`config.mk`:
```
export PLATFORM = sky130hd
export DESIGN_NAME = btn_event_scheduler
export DESIGN_NICKNAME = d
export VERILOG_FILES = /design/src/rtl/btn_sched_pkg.sv /design/src/rtl/btn_debounce_ch.sv /design/src/rtl/btn_event_scheduler.sv
export SDC_FILE = /design/constraint.sdc
export NUM_CORES = 1
export LEC_CHECK = 0
export ABC_AREA = 1
export CORE_ASPECT_RATIO = 0.6
export CORE_UTILIZATION = 55
export DETAILED_ROUTE_END_ITERATION = 16
export PLACE_DENSITY = 0.74
export SYNTH_ARGS = -nofsm -noshare
export SYNTH_HDL_FRONTEND = slang
export SYNTH_HIERARCHICAL = 1
export SYNTH_SLANG_ARGS = --single-unit
```
`constraint.sdc`:
```
create_clock -name clock -period 4.1 [get_ports clock]
set_input_delay 0.615 -clock clock [delete_from_list [all_inputs] [get_ports clock]]
set_output_delay 0.615 -clock clock [all_outputs]
set_load 0.1 [all_outputs]
```
`src/rtl/btn_sched_pkg.sv`:
```
// Shared types and helpers for the push-button event scheduler.
package btn_sched_pkg;

    typedef enum logic [0:0] {
        IDLE  = 1'b0,
        OFFER = 1'b1
    } sched_state_t;

    // 100 MHz clock divided down to a 2.5 ms sample strobe.
    localparam int TICK_DIV_DEFAULT = 250000;

    // Width of an index or counter covering n values; never narrower than one bit.
    function automatic int idw(input int n);
        return (n > 1) ? $clog2(n) : 1;
    endfunction

endpackage

```
`src/rtl/btn_debounce_ch.sv`:
```
// One button channel: two-flop synchronizer, sample history, debounced
// level and a one-cycle pulse marking each rising edge of that level.
module btn_debounce_ch #(
    parameter int STABLE_SAMPLES = 3
) (
    input  logic clock,
    input  logic reset_n,
    input  logic btn_raw,
    input  logic sample_tick,
    output logic level,
    output logic rise
);

    logic [1:0]                sync;
    logic [STABLE_SAMPLES-1:0] hist;
    logic [STABLE_SAMPLES-1:0] hist_next;

    // The raw pin is asynchronous, so it passes through two flops every cycle.
    always_ff @(posedge clock or negedge reset_n) begin
        if (!reset_n) begin
            sync <= '0;
        end else begin
            sync <= {sync[0], btn_raw};
        end
    end

    if (STABLE_SAMPLES == 1) begin : g_hist_one
        assign hist_next = sync[1];
    end else begin : g_hist_many
        assign hist_next = {hist[STABLE_SAMPLES-2:0], sync[1]};
    end

    // On each strobe shift in a sample; the level only moves once the whole
    // history agrees, and the rise pulse coincides with the first high cycle.
    always_ff @(posedge clock or negedge reset_n) begin
        if (!reset_n) begin
            hist  <= '0;
            level <= 1'b0;
            rise  <= 1'b0;
        end else begin
            rise <= 1'b0;
            if (sample_tick) begin
                hist <= hist_next;
                if (&hist_next) begin
                    level <= 1'b1;
                    rise  <= ~level;
                end else if (~|hist_next) begin
                    level <= 1'b0;
                end
            end
        end
    end

endmodule

```
`src/rtl/btn_event_scheduler.sv`:
```
// Shared push-button front end: one sample strobe, NUM_BTN debounced
// channels, a pending-event vector and a round-robin valid/ready scheduler.
// Optional per-channel auto-repeat is enabled by defining BTN_AUTO_REPEAT_EN.
module btn_event_scheduler import btn_sched_pkg::*; #(
    parameter int NUM_BTN        = 5,
    parameter int TICK_DIV       = TICK_DIV_DEFAULT,
`ifdef BTN_AUTO_REPEAT_EN
    parameter int REPEAT_DELAY   = 200,
    parameter int REPEAT_PERIOD  = 40,
`endif
    parameter int STABLE_SAMPLES = 3
) (
    input  logic                      clock,
    input  logic                      reset_n,
    input  logic [NUM_BTN-1:0]        btn,
    output logic                      sample_tick,
    output logic [NUM_BTN-1:0]        btn_level,
    output logic                      evt_valid,
    input  logic                      evt_ready,
    output logic [idw(NUM_BTN)-1:0]   evt_id,
    output logic                      evt_drop
);

    localparam int IDW = idw(NUM_BTN);
    localparam int TCW = idw(TICK_DIV);

    logic [TCW-1:0]     tick_cnt;
    logic [NUM_BTN-1:0] rise;
    logic [NUM_BTN-1:0] req;
    logic [NUM_BTN-1:0] pending;
    logic [NUM_BTN-1:0] grant_mask;
    logic [IDW-1:0]     last_grant;
    logic [IDW-1:0]     grant_idx;
    logic               grant_en;
    logic               found;
    sched_state_t       state;
    sched_state_t       state_d;

    // Index offset+1 positions past base, wrapped into 0..NUM_BTN-1.
    function automatic logic [IDW-1:0] rr_index(input logic [IDW-1:0] base, input int offset);
        int idx;
        idx = int'(base) + 1 + offset;
        if (idx >= NUM_BTN) idx = idx - NUM_BTN;
        return IDW'(idx);
    endfunction

    assign sample_tick = (tick_cnt == TCW'(TICK_DIV - 1));

    // Free-running divider that produces the shared sample strobe.
    always_ff @(posedge clock or negedge reset_n) begin
        if (!reset_n) begin
            tick_cnt <= '0;
        end else if (sample_tick) begin
            tick_cnt <= '0;
        end else begin
            tick_cnt <= tick_cnt + TCW'(1);
        end
    end

    for (genvar i = 0; i < NUM_BTN; i++) begin : g_ch
        btn_debounce_ch #(
            .STABLE_SAMPLES (STABLE_SAMPLES)
        ) u_ch (
            .clock       (clock),
            .reset_n     (reset_n),
            .btn_raw     (btn[i]),
            .sample_tick (sample_tick),
            .level       (btn_level[i]),
            .rise        (rise[i])
        );
    end

`ifdef BTN_AUTO_REPEAT_EN
    localparam int RCW = idw(REPEAT_DELAY + REPEAT_PERIOD + 1);
    logic [NUM_BTN-1:0] rep_req;

    for (genvar i = 0; i < NUM_BTN; i++) begin : g_rep
        logic [RCW-1:0] rcnt;
        logic [RCW-1:0] rnext;
        logic           rep_q;

        assign rnext      = rcnt + RCW'(1);
        assign rep_req[i] = rep_q;

        // Count strobes while held; fire at the delay, then every period after.
        always_ff @(posedge clock or negedge reset_n) begin
            if (!reset_n) begin
                rcnt  <= '0;
                rep_q <= 1'b0;
            end else begin
                rep_q <= 1'b0;
                if (!btn_level[i]) begin
                    rcnt <= '0;
                end else if (sample_tick) begin
                    rep_q <= (rnext == RCW'(REPEAT_DELAY)) ||
                             (rnext == RCW'(REPEAT_DELAY + REPEAT_PERIOD));
                    rcnt  <= (rnext == RCW'(REPEAT_DELAY + REPEAT_PERIOD)) ?
                             RCW'(REPEAT_DELAY) : rnext;
                end
            end
        end
    end

    assign req = rise | rep_req;
`else
    assign req = rise;
`endif

    // Round-robin search for the first pending channel after the last grant.
    always_comb begin
        found     = 1'b0;
        grant_idx = '0;
        for (int k = 0; k < NUM_BTN; k++) begin
            if (!found && pending[rr_index(last_grant, k)]) begin
                found     = 1'b1;
                grant_idx = rr_index(last_grant, k);
            end
        end
    end

    // Next-state logic: grant only from IDLE, so IDLE always lasts a cycle.
    always_comb begin
        state_d  = state;
        grant_en = 1'b0;
        case (state)
            IDLE: begin
                if (found) begin
                    grant_en = 1'b1;
                    state_d  = OFFER;
                end
            end
            OFFER: begin
                if (evt_ready) state_d = IDLE;
            end
            default: state_d = IDLE;
        endcase
    end

    // One-hot of the channel being granted this cycle, used to clear pending.
    always_comb begin
        grant_mask = '0;
        if (grant_en) grant_mask[grant_idx] = 1'b1;
    end

    // Scheduler state register.
    always_ff @(posedge clock or negedge reset_n) begin
        if (!reset_n) begin
            state <= IDLE;
        end else begin
            state <= state_d;
        end
    end

    assign evt_valid = (state == OFFER);

    // Pending vector, offered id and grant history; a new request beats a
    // same-cycle grant, and a request onto a still-pending bit is a merge.
    always_ff @(posedge clock or negedge reset_n) begin
        if (!reset_n) begin
            pending    <= '0;
            evt_id     <= '0;
            evt_drop   <= 1'b0;
            last_grant <= IDW'(NUM_BTN - 1);
        end else begin
            pending  <= (pending & ~grant_mask) | req;
            evt_drop <= |(req & pending & ~grant_mask);
            if (grant_en) evt_id <= grant_idx;
            if ((state == OFFER) && evt_ready) last_grant <= evt_id;
        end
    end

endmodule
```
* After elaboration in Yosys (flattened, before gate mapping) *
Index checks and enable logic that the tools add are counted.
Widths: inputs -> output; s select.

storage, ports and cells
  register bits after elaboration = 61
  output and inout bits = 11

operators by class
  reduce and logical (&&, ||, !) cells = 26
  bitwise logic cells = 11
  magnitude comparators = 12
  mux-type cells = 53
  add/subtract/negate cells = 11
  equal/unequal tests = 6

operators by type and width
  operator               count
  $mux 1                 34
  $mux 3                 10
  $lt 3x4->1 const B     6
  $ge 5x3->1 const B     4
  $add 18x1->18 const B  1
  $eq 18x18->1 const B   1
  $mux 18                1
  $and 5x5->5            3
  $bmux 1 s3             5
  $reduce_and 3->1       5
  $reduce_or 3->1        5
  $sub 3x3->3 const B    5
  $add 4x2->5 const B    2
  $ne 2x1->1 const B     5
  $reduce_and 2->1       5
  $logic_and 1x1->1      6
  $not 1->1              6
  $add 4x1->5 const B    1
  $add 4x3->5 const B    1
  $mux 5                 1
  $not 5->5              1
  $or 5x5->5             1
  $reduce_or 5->1        1
  $add 3x1->4 const B    1
  5 further kinds        8

* Longest topological paths before layout *
  word-level depth = 26
  depth in mapped cells = 26

* Cells and area by module *
The synthesis kept the hierarchy.

by module, submodules not included
  module               seq. area each (sq um)  cells an instance  times used  area each (sq um)
  btn_event_scheduler  777.0                   341                1           2443.6
  btn_debounce_ch      150.1                   19                 5           203.9

* Least setup slack after synthesis *
No wires, ideal clock.

  path kind = register -> register
  start point = reg last_grant[0]
  end point = reg evt_drop
  arrival time = 2761 ps
  path buffers = 2
  setup time = 119 ps
  cell stages (with the launch flop) = 23
  path slack = 1220 ps
  path through = dfrtp_1 -> buf_6 -> inv_4 -> buf_6 -> ha_1 -> inv_4 -> nand2_2 -> o21ai_2 -> nand3_2 -> nand2_1 -> nand2_2 -> o211ai_1 -> nand2_1 -> nand2_1 -> nand2_2 -> nor2_4 -> nand3_1 -> nand3_2 -> nand2_1 -> nor2_1 -> nor2_1 -> nor2_1 -> nand2_1

on the way
  word-level cells in the longest chain between the ends = 26

RTL lines
  item                                                  line                        source
  from (decl)                                           btn_event_scheduler.sv:32   logic [IDW-1:0] last_grant;
  from (signal assigned)                                btn_event_scheduler.sv:163  last_grant <= IDW'(NUM_BTN - 1);
  from (signal assigned)                                btn_event_scheduler.sv:168  if ((state == OFFER) && evt_ready) last_grant <= evt_id;
  $add 3x1->4 *                                         btn_event_scheduler.sv:42   idx = int'(base) + 1 + offset;
  branches (longest 21 deep; another with $add 4x1->5)  n/a
  $mux 5 *                                              btn_event_scheduler.sv:142  if (grant_en) grant_mask[grant_idx] = 1'b1;
  $not 5->5 *                                           btn_event_scheduler.sv:166  evt_drop <= |(req & pending & ~grant_mask);
  $and 5x5->5 *                                         btn_event_scheduler.sv:166
  $reduce_or 5->1 *                                     btn_event_scheduler.sv:166
  to (signal assigned)                                  btn_event_scheduler.sv:166
  to (decl)                                             btn_event_scheduler.sv:21   output logic evt_drop

Every way passes the cells marked *. The select of a mux whose other input is x is not followed.
A chain may end at the register's enable or synchronous reset.

* Final worst setup path *
Same ends and word-level chain as after synthesis.

==> results.toml <==
[global_routing]
grt_pass1_wl_um = 13300
grt_use_total = 0.261
antenna_found_initial = 0
overflow = 0
grt_pass1_vias = 2740
grt_max_degree = 36

[critical_path]
crit_top_cell = "nand2_1"
critical_path.cell_chain = "inv_4, ha_1, inv_4, nand2_2, o21ai_2, nand3_2, nand2_1, nand2_2, o211ai_1, nand2_1, nand2_1, nand2_2, nor2_4, nand3_1, nand3_2, nand2_1, nor2_1, nor2_1, nor2_1, nand2_1"
critPathMaxStageDelay_ns = 0.77
cp-start-kind = "flop"
crit_type = "reg2reg"
crit_start = "last_grant[0]"
cp.arrival_ns = 3.82
crit_buf_inv = 2
r2r_end = "evt_drop"
crit_path_end = "evt_drop"
cp.required_ns = 4.33
critPathSlowestCell = "dfrtp_1"
critical_path.top_delay_family = "simple AND/OR/NAND/NOR gates"
r2r-start = "last_grant[0]"
reg2reg_slack_ns = 0.51
worst-path-stages = 20
worstSetupEndpointType = "flop"
crit_fanout = 14
reg2regPathDepth = 20

[timing]
worst_pin_slew_ns = 0.998
relSlewSlack = 0.333
fmax_ghz = 0.278
setup_viol = 0
rsz0062_at_grt = "no"
fin_crit_sh = 0.876
tns_ns = 0
finalHoldViolCount = 0
fin_crit_ns = 3.59
fin_worst_skew_ns = 0.00848
slew_violations = 0

[run]
maxCapViolCount = 0

[detailed_routing]
routedWlPerCell_um = 13.7
drt.antenna.violating_nets = 0
drc_errors = 0
via_per_inst = 5.30
postRouteWirelength_um = 7530
first_pass_iters = 5
drt-initial-drc-count = 238
vias = 2903

[power]
ir_worst_vdd_v = 0.000215
leakagePower_nw = 2.04
total_power_mw = 1.12
p_per_area_nw_per_um2 = 287

[logic_synthesis]
ys_types = 38
synth_simple_gate_area_frac = 0.352
synth_fa_ha_area_frac = 0.0289
netlist_area_um2 = 3460
ys_top_cells_by_area = "dfrtp_1 (43%), nand2_1 (12%), nor2_1 (6.0%)"
synthMuxAreaShare = 0
synth.top_cell.area_share = 0.434
ys_ff_latch = 61
synth_compound_area_frac = 0.0755
synth_fp_nets = 452
synth_edf_count = 0
syn_area_per_cell_um2 = 7.94
seq_area_frac_synth = 0.441
ys.flop_type = "dfrtp_1"
synth_top_family_by_area = "simple AND/OR/NAND/NOR gates"
ys_async_sr_fraction = 1.00
syn_inst = 436
ys_warn_count = 6
synth_area_leader_cell = "dfrtp_1"
synth_xor_area_frac = 0.0278

[finish]
final_nets = 480
n_antenna_cell = 0
fill_cells = 467
drive_gt1_frac = 0.145
syn_to_final_growth_pct = 12.4
seq_area_um2 = 1530
multi_input_area_um2 = 1680

[clock_tree]
holdBufCountCts = 0
cts_tree = "yes"
cts_max_path_buffers = 2
cts-htree-levels = 3
numCtsBuffers = 9
post_cts_resized = 0
path_clk_slew_ns = 0.06
insertion_delay_ns = 0.33
cts.sink_count = 61
root_buffer = "clkbuf_8"
post_cts_buffers = 0

[floorplan]
die_w_um = 104
die_y_um = 63.5
die_area_um2 = 6630
initial_core_util = 0.596
core_um2 = 5810
row_count = 21
num_io_pins = 19

[run_status]
status = "finished, final reports clean"

[min_path]
hold_class = "in2async"

[placed_design]
hpwl_um = 5840
port-buffer-count = 18
place.gp.congestion = 0.912
[cells in the final DEF, fill, tap and decap left out, types with 2 or more instances in the layout]
cell type	count
nand4_2	2
clkbuf_1	4
inv_1	44
nand3_1	36
nor2_1	55
nand3b_1	2
xor2_1	7
a21oi_1	6
nand4_1	12
nand2_4	3
o21ai_2	4
xnor2_1	4
nor4_1	3
buf_4	3
nor2_2	6
dfrtp_1	60
and3_1	2
o21a_1	3
clkbuf_8	9
inv_4	3
inv_2	9
clkinv_1	2
o21ai_0	12
nand3_2	6
nor3_1	2
a21o_1	4
nand2_2	13
o211ai_1	4
ha_1	8
nand2_1	110
clkdlybuf4s50_1	16
o21ai_1	2
[metal layers]
layer / GRT usage / routed length, µm / share of wire
met4: 0.0679 / 44 / 0.0058
met1: 0.408 / 4070 / 0.54
met3: 0.0776 / 538 / 0.071
met5: 0 / 0 / 0
met2: 0.344 / 2880 / 0.38
[registers in the layout (all words and copies together) (netlist names)]
register         count
evt_valid            1
evt_drop             1
g_ch.u_ch/rise       5
last_grant           3
g_ch.u_ch/sync      10
g_ch.u_ch/level      5
g_ch.u_ch/hist      10
evt_id               3
pending              5
tick_cnt            18
[metrics by stage]
step / worst slack, ns / hold slack (ns) / util / instance area (µm²) / cells
global placement: 0.670 / 0.333 / 0.640 / 3720 / 533
global route: 0.195 / 0.368 / 0.670 / 3890 / 548
floorplan: 1.22 / 0.319 / - / 3460 / 436
detailed placement: 0.610 / 0.335 / 0.640 / 3720 / 533
finish: 0.508 / 0.341 / 0.670 / 3890 / 548
CTS: 0.598 / 0.344 / 0.670 / 3890 / 548
[final cells by class]
| cell class | instances | share of cell area |
|---|---|---|
| sequential | 61 | 0.393 |
| tap | 80 | 0.0257 |
| clock inverter | 2 | 0.00900 |
| multi-input combinational | 314 | 0.431 |
| clock buffer | 13 | 0.0357 |
| timing repair buffer | 20 | 0.0482 |
| inverter | 58 | 0.0579 |
[synthesized netlist by cell type, types with 6 or more instances]
master	n
nand3_1	36
inv_2	9
nand2_2	13
inv_1	44
nand2_1	110
nand4_1	12
nand3_2	6
a21oi_1	6
nor2_1	55
o21ai_0	12
nor2_2	6
dfrtp_1	60
ha_1	8
xor2_1	7
[power breakdown]
group,internal (mW),switching (mW)
logic,0.00661,0.0124
registers,0.607,0.00280
clock network,0.277,0.210
[how the worst min path moves through the flow]
stage,slack [ns],endpoint,start
floorplan,0.32,evt_drop,reset_n
global placement,0.33,g_ch[2].u_ch/sync[1],g_ch[2].u_ch/sync[0]
detailed placement,0.33,g_ch[3].u_ch/sync[1],g_ch[3].u_ch/sync[0]
CTS,0.34,g_ch[3].u_ch/sync[1],g_ch[3].u_ch/sync[0]
global route,0.37,g_ch[4].u_ch/sync[1],g_ch[4].u_ch/sync[0]
finish,0.34,pending[2],reset_n
[cell families after synthesis]
logic type                 count (synthesis)
and+or+nand+nor                          256
buffers and inverters                     61
DFF                                       61
AOI/OAI and AO/OA                         39
xor gates and xnor gates                  11
adders and majority gates                  8
(Power assumes the default switching activity.)
